$ cat src/rtl/baseline_sample_serializer.sv
// baseline_sample_serializer: buffers 16-lane baseline-removed beats in a
// small FIFO and replays them one sample per cycle on a ready/valid stream.
//
// Ports:
//   clk, rst            rising-edge clock, synchronous active-high reset
//   in_valid, in_data   packed input beat, lane 0 oldest; no backpressure
//   out_valid/out_ready sample handshake
//   out_data, out_last  current sample, end-of-packet marker
//   overflow            sticky beat-drop flag, cleared by clr_overflow
//   fifo_level          beats held, including the one being serialized
module baseline_sample_serializer #(
  parameter int DATA_OUTPUT = 17,
  parameter int LANES       = 16,
  parameter int FIFO_DEPTH  = 4,
  parameter int PKT_BEATS   = 64
) (
  input  logic                            clk,
  input  logic                            rst,
  input  logic                            in_valid,
  input  logic [DATA_OUTPUT*LANES-1:0]    in_data,
  output logic                            out_valid,
  input  logic                            out_ready,
  output logic [DATA_OUTPUT-1:0]          out_data,
  output logic                            out_last,
  output logic                            overflow,
  input  logic                            clr_overflow,
  output logic [$clog2(FIFO_DEPTH):0]     fifo_level
);

  localparam int PW     = $clog2(FIFO_DEPTH);
  localparam int LW     = PW + 1;
  localparam int NW     = (LANES > 1) ? $clog2(LANES) : 1;
  localparam int BW     = (PKT_BEATS > 1) ? $clog2(PKT_BEATS) : 1;
  localparam int BEAT_W = DATA_OUTPUT * LANES;

  logic [BEAT_W-1:0] mem_q [FIFO_DEPTH];

  logic [PW-1:0] wr_ptr_q, wr_ptr_d;
  logic [PW-1:0] rd_ptr_q, rd_ptr_d;
  logic [LW-1:0] level_q, level_d;
  logic [NW-1:0] lane_q, lane_d;
  logic [BW-1:0] beat_cnt_q, beat_cnt_d;
  logic          overflow_q, overflow_d;

  logic              valid;
  logic              xfer;
  logic              lane_end;
  logic              pop;
  logic              push;
  logic              drop;
  logic [BEAT_W-1:0] head;

  always_comb begin
    valid    = (level_q != '0);
    xfer     = valid && out_ready;
    lane_end = (lane_q == NW'(LANES - 1));
    pop      = xfer && lane_end;
    // A pop in the same cycle frees the head slot, so a full FIFO
    // still accepts a beat arriving with the final-lane transfer.
    push     = in_valid && ((level_q < LW'(FIFO_DEPTH)) || pop);
    drop     = in_valid && !push;

    wr_ptr_d   = wr_ptr_q;
    rd_ptr_d   = rd_ptr_q;
    lane_d     = lane_q;
    beat_cnt_d = beat_cnt_q;
    overflow_d = overflow_q;

    if (xfer) begin
      lane_d = lane_end ? '0 : lane_q + NW'(1);
    end
    if (pop) begin
      rd_ptr_d   = rd_ptr_q + PW'(1);
      beat_cnt_d = (beat_cnt_q == BW'(PKT_BEATS - 1)) ?
                   '0 : beat_cnt_q + BW'(1);
    end
    if (push) begin
      wr_ptr_d = wr_ptr_q + PW'(1);
    end
    level_d = level_q + LW'(push) - LW'(pop);

    // A drop in the same cycle as a clear wins.
    if (drop) begin
      overflow_d = 1'b1;
    end else if (clr_overflow) begin
      overflow_d = 1'b0;
    end
  end

  always_ff @(posedge clk) begin
    if (rst) begin
      wr_ptr_q   <= '0;
      rd_ptr_q   <= '0;
      level_q    <= '0;
      lane_q     <= '0;
      beat_cnt_q <= '0;
      overflow_q <= 1'b0;
    end else begin
      wr_ptr_q   <= wr_ptr_d;
      rd_ptr_q   <= rd_ptr_d;
      level_q    <= level_d;
      lane_q     <= lane_d;
      beat_cnt_q <= beat_cnt_d;
      overflow_q <= overflow_d;
    end
  end

  always_ff @(posedge clk) begin
    if (push) begin
      mem_q[wr_ptr_q] <= in_data;
    end
  end

  always_comb begin
    head      = mem_q[rd_ptr_q];
    out_valid = valid;
    out_data  = '0;
    if (valid) begin
      out_data = head[int'(lane_q)*DATA_OUTPUT +: DATA_OUTPUT];
    end
    out_last   = valid && lane_end &&
                 (beat_cnt_q == BW'(PKT_BEATS - 1));
    overflow   = overflow_q;
    fifo_level = level_q;
  end

endmodule

$ cat config.mk
export PLATFORM = sky130hd
export DESIGN_NAME = baseline_sample_serializer
export DESIGN_NICKNAME = d
export VERILOG_FILES = /design/src/rtl/baseline_sample_serializer.sv
export SDC_FILE = /design/constraint.sdc
export NUM_CORES = 1
export LEC_CHECK = 0
export CAP_MARGIN = 20
export CORE_MARGIN = 5
export CORE_UTILIZATION = 34
export CTS_CLUSTER_DIAMETER = 50
export CTS_CLUSTER_SIZE = 14
export DETAILED_ROUTE_END_ITERATION = 16
export PLACE_DENSITY = 0.51
export SLEW_MARGIN = 20
export SYNTH_ARGS = -nofsm -noshare
export SYNTH_HDL_FRONTEND = slang
export SYNTH_SLANG_ARGS = --single-unit
$ cat constraint.sdc
create_clock -name clk -period 12.7 [get_ports clk]
set_clock_uncertainty 0.2 [all_clocks]
set_input_delay 2.54 -clock clk [delete_from_list [all_inputs] [get_ports clk]]
set_output_delay 2.54 -clock clk [all_outputs]
set_load 0.02 [all_outputs]
==> results.cfg <==
[cts]
cts-htree-levels = 3
cts.path.max_buffers = 3
clk_latency_ns = 0.69
cts_buffers = 114
cts_tree = yes
cts_resized = 0
cts.sinks = 1108
holdBufCountCts = 0
cts_setup_buffers = 0
clk_pin_slew_ns = 0.06
root_buffer = clkbuf_16

[critical_path]
cp.required_ns = 9.96
ff2ff_setup_slack_ns = 7.63
endpoint = out_data[6]
cp_cell_sequence = buf_4 > buf_12 > mux4_2 > mux2i_1 > nor2_1 > o21ai_0 > o22ai_1 > clkdlybuf4s50_1
reg2reg_depth = 7
r2r_start = lane_q[0]$_SDFFE_PP0P_
slowest_stage = o21ai_0
reg2reg_to = mem_q[3][237]$_DFFE_PP_
crit_arrival_ns = 5.15
cp_slowest_stage_delay_ns = 0.74
crit_fanout = 113
critPathKind = flop to output port
cp-end-kind = output port
start_kind = flop

[detailed_routing]
routed_wl_um = 114000
vias = 20600
drt-pass1-iter-count = 5
drt_iter0_markers = 1725
drc = 0
viasPerCell = 5.10
postRouteAntennaNets = 0
wl_per_cell_um = 28.3

[floorplan]
die_w_um = 363
die-area_um2 = 132000
core-area_um2 = 124000
die_y_um = 363
std_cell_rows = 129
ios = 300
initial_core_util_pct = 34.2

[finish]
layout-drive-gt1-share_pct = 19.9
layout.nets = 2560
num-fill-cells = 10800
syn_to_final_growth_pct = 20.6

[timing]
worst_pin_slew_ns = 1.03
whs_ns = 0.282
drv_slew = 0
setup_tns_ns = 0
max_freq_mhz = 127
finalCritPeriodShare_pct = 62.2
max_slew_margin_pct = 30.7
setup_viol = 0
hold_viol = 0
rsz0062_at_grt = no
fin_crit_ns = 7.89

[yosys]
synth_area_leaders = edfxtp_1 77%, mux4_2 11%, mux2i_1 4.0%
yosysTopAreaCell = edfxtp_1
async_reset_ff_share_pct = 0
synth_top_family_by_area = multiplexers
synth_edf_count = 1088
synth-xor-area-share_pct = 0.248
syn_inst = 1933
ys_seq_elements = 1108
synth_area_per_cell_um2 = 21.9
synth_cell_types = 41
synth_ff_type = edfxtp_1
ys_seq_area_share_pct = 78.0
syn-num-nets = 2219
yosys.area_share.simple_pct = 0.859
synth-adder-area-share_pct = 0.283
synth_compound_area_share_pct = 3.40
muxShareOfSynthArea_pct = 15.7
syn_area_um2 = 42400
ys_warn_count = 0
yosys.area.top_type_share_pct = 77.1

[grt]
overflow = 0
antenna_found_initial = 60
first_global_vias = 21700
grt_max_degree = 133
grt_pass1_wl_um = 161000
grt_use_total_pct = 17.0

[power]
p_per_area_nw_per_um2 = 180
p_leak_nw = 15.6
peakVddDrop_uv = 127

[place]
post-dp-hpwl_um = 72400
portBuffers = 299
gp_congestion = 0.735

[hold_path]
hp-class = flop to flop

[run_status]
outcome = completed

[run]
maxCapViolCount = 0
-- flip-flops by register name, indices dropped and copies added (netlist names), named ones only --
signal and cells:
mem_q 1088, beat_cnt_q 6, lane_q 4, fifo_level 3, rd_ptr_q 2, wr_ptr_q 2, overflow 1
-- worst max-delay path: cells and delay by family (launching register included) --
kind / cells / cell delay, ns
buffers and inverters: 3 / 1.94
AO/OA/AOI/OAI: 2 / 1.09
multiplexers: 2 / 0.86
flip-flops: 1 / 0.35
AND/OR/NAND/NOR: 1 / 0.08
-- worst min path at each step --
stage	from	to	slack (ns)	cells after the start
floorplan	beat_cnt_q[1]$_SDFFE_PP0P_	beat_cnt_q[1]$_SDFFE_PP0P_	0.25	2
global placement	beat_cnt_q[1]$_SDFFE_PP0P_	beat_cnt_q[1]$_SDFFE_PP0P_	0.26	2
detailed placement	beat_cnt_q[1]$_SDFFE_PP0P_	beat_cnt_q[1]$_SDFFE_PP0P_	0.28	2
CTS	beat_cnt_q[1]$_SDFFE_PP0P_	beat_cnt_q[1]$_SDFFE_PP0P_	0.28	2
global route	overflow$_SDFFE_PP0P_	overflow$_SDFFE_PP0P_	0.33	2
finish	beat_cnt_q[1]$_SDFFE_PP0P_	beat_cnt_q[1]$_SDFFE_PP0P_	0.28	2
-- layout by cell type, fill, tap and decap left out, drive strengths merged, types with 9 or more instances in the layout --
master         netlist  layout
dfxtp               20      20
nand2                9       9
mux2                32      32
a211o               32      32
o21ai               35      35
nor2                48      48
diode                0      33
clkinv               0      34
clkdlybuf4s50        0     299
o22ai               50      50
buf                 69      37
o221ai              33      33
mux2i              169     169
edfxtp            1088    1088
clkinvlp             0      14
mux4               205     205
inv                  8      20
a221oi              32      32
clkbuf              42     136
-- routing by layer --
layer  wire length, um  part of all wire [%]  GRT usage (%)
met5               153                  0.13              0
met4              2250                   2.0           5.31
met3              8950                   7.8           5.92
met2             56700                    50           28.0
met1             45900                    40           21.4
-- metrics by stage --
step / instances / utilization, % / power [mW] / setup slack, ns / area (um2)
after floorplan: 1933 / - / 5.42 / 2.47 / 42400
after global placement: 3795 / 38.2 / 5.94 / 5.49 / 47200
after detailed placement: 3795 / 38.2 / 5.97 / 5.50 / 47200
after CTS: 3999 / 41.2 / 9.32 / 4.71 / 51000
after global routing: 4008 / 41.2 / 9.55 / 4.42 / 51100
final: 4032 / 41.3 / 9.20 / 4.81 / 51100
-- cell type report --
type                            instances  area, um2  share of cell area, %
Tap cell                             1637       2050                   4.01
Clock inverter                         68        746                   1.46
Timing Repair Buffer                  336       3350                   6.54
Sequential cell                      1108      33100                   64.7
Clock buffer                          136       3050                   5.97
Inverter                                8       30.0                 0.0587
Antenna cell                           33       82.6                  0.162
Multi-Input combinational cell        706       8730                   17.1
-- power by group --
group          total, mW  leakage, nW  switching (mW)  internal [mW]
Clock               3.34         1.82            1.44           1.90
Combinational       1.24         3.61           0.823          0.422
Sequential          4.62         10.1          0.0935           4.53
Total               9.20         15.6            2.35           6.85
-- kinds of logic after synthesis --
family	after synthesis
compound gates	197
xor+xnor	12
fa+ha+maj	9
buf+inv	119
flops	1108
mux	406
simple gates	82
-- cell usage after synthesis, types with 8 or more instances --
cell type,count
nor2_1,48
mux2_2,32
o21ai_0,31
buf_4,16
mux4_2,205
o22ai_1,50
o221ai_1,33
clkbuf_1,42
buf_6,8
edfxtp_1,1088
ha_1,8
a211o_1,32
buf_2,38
mux2i_1,169
a221oi_1,32
nand2_1,9
dfxtp_1,20
Power figures use the tool's default switching activity.
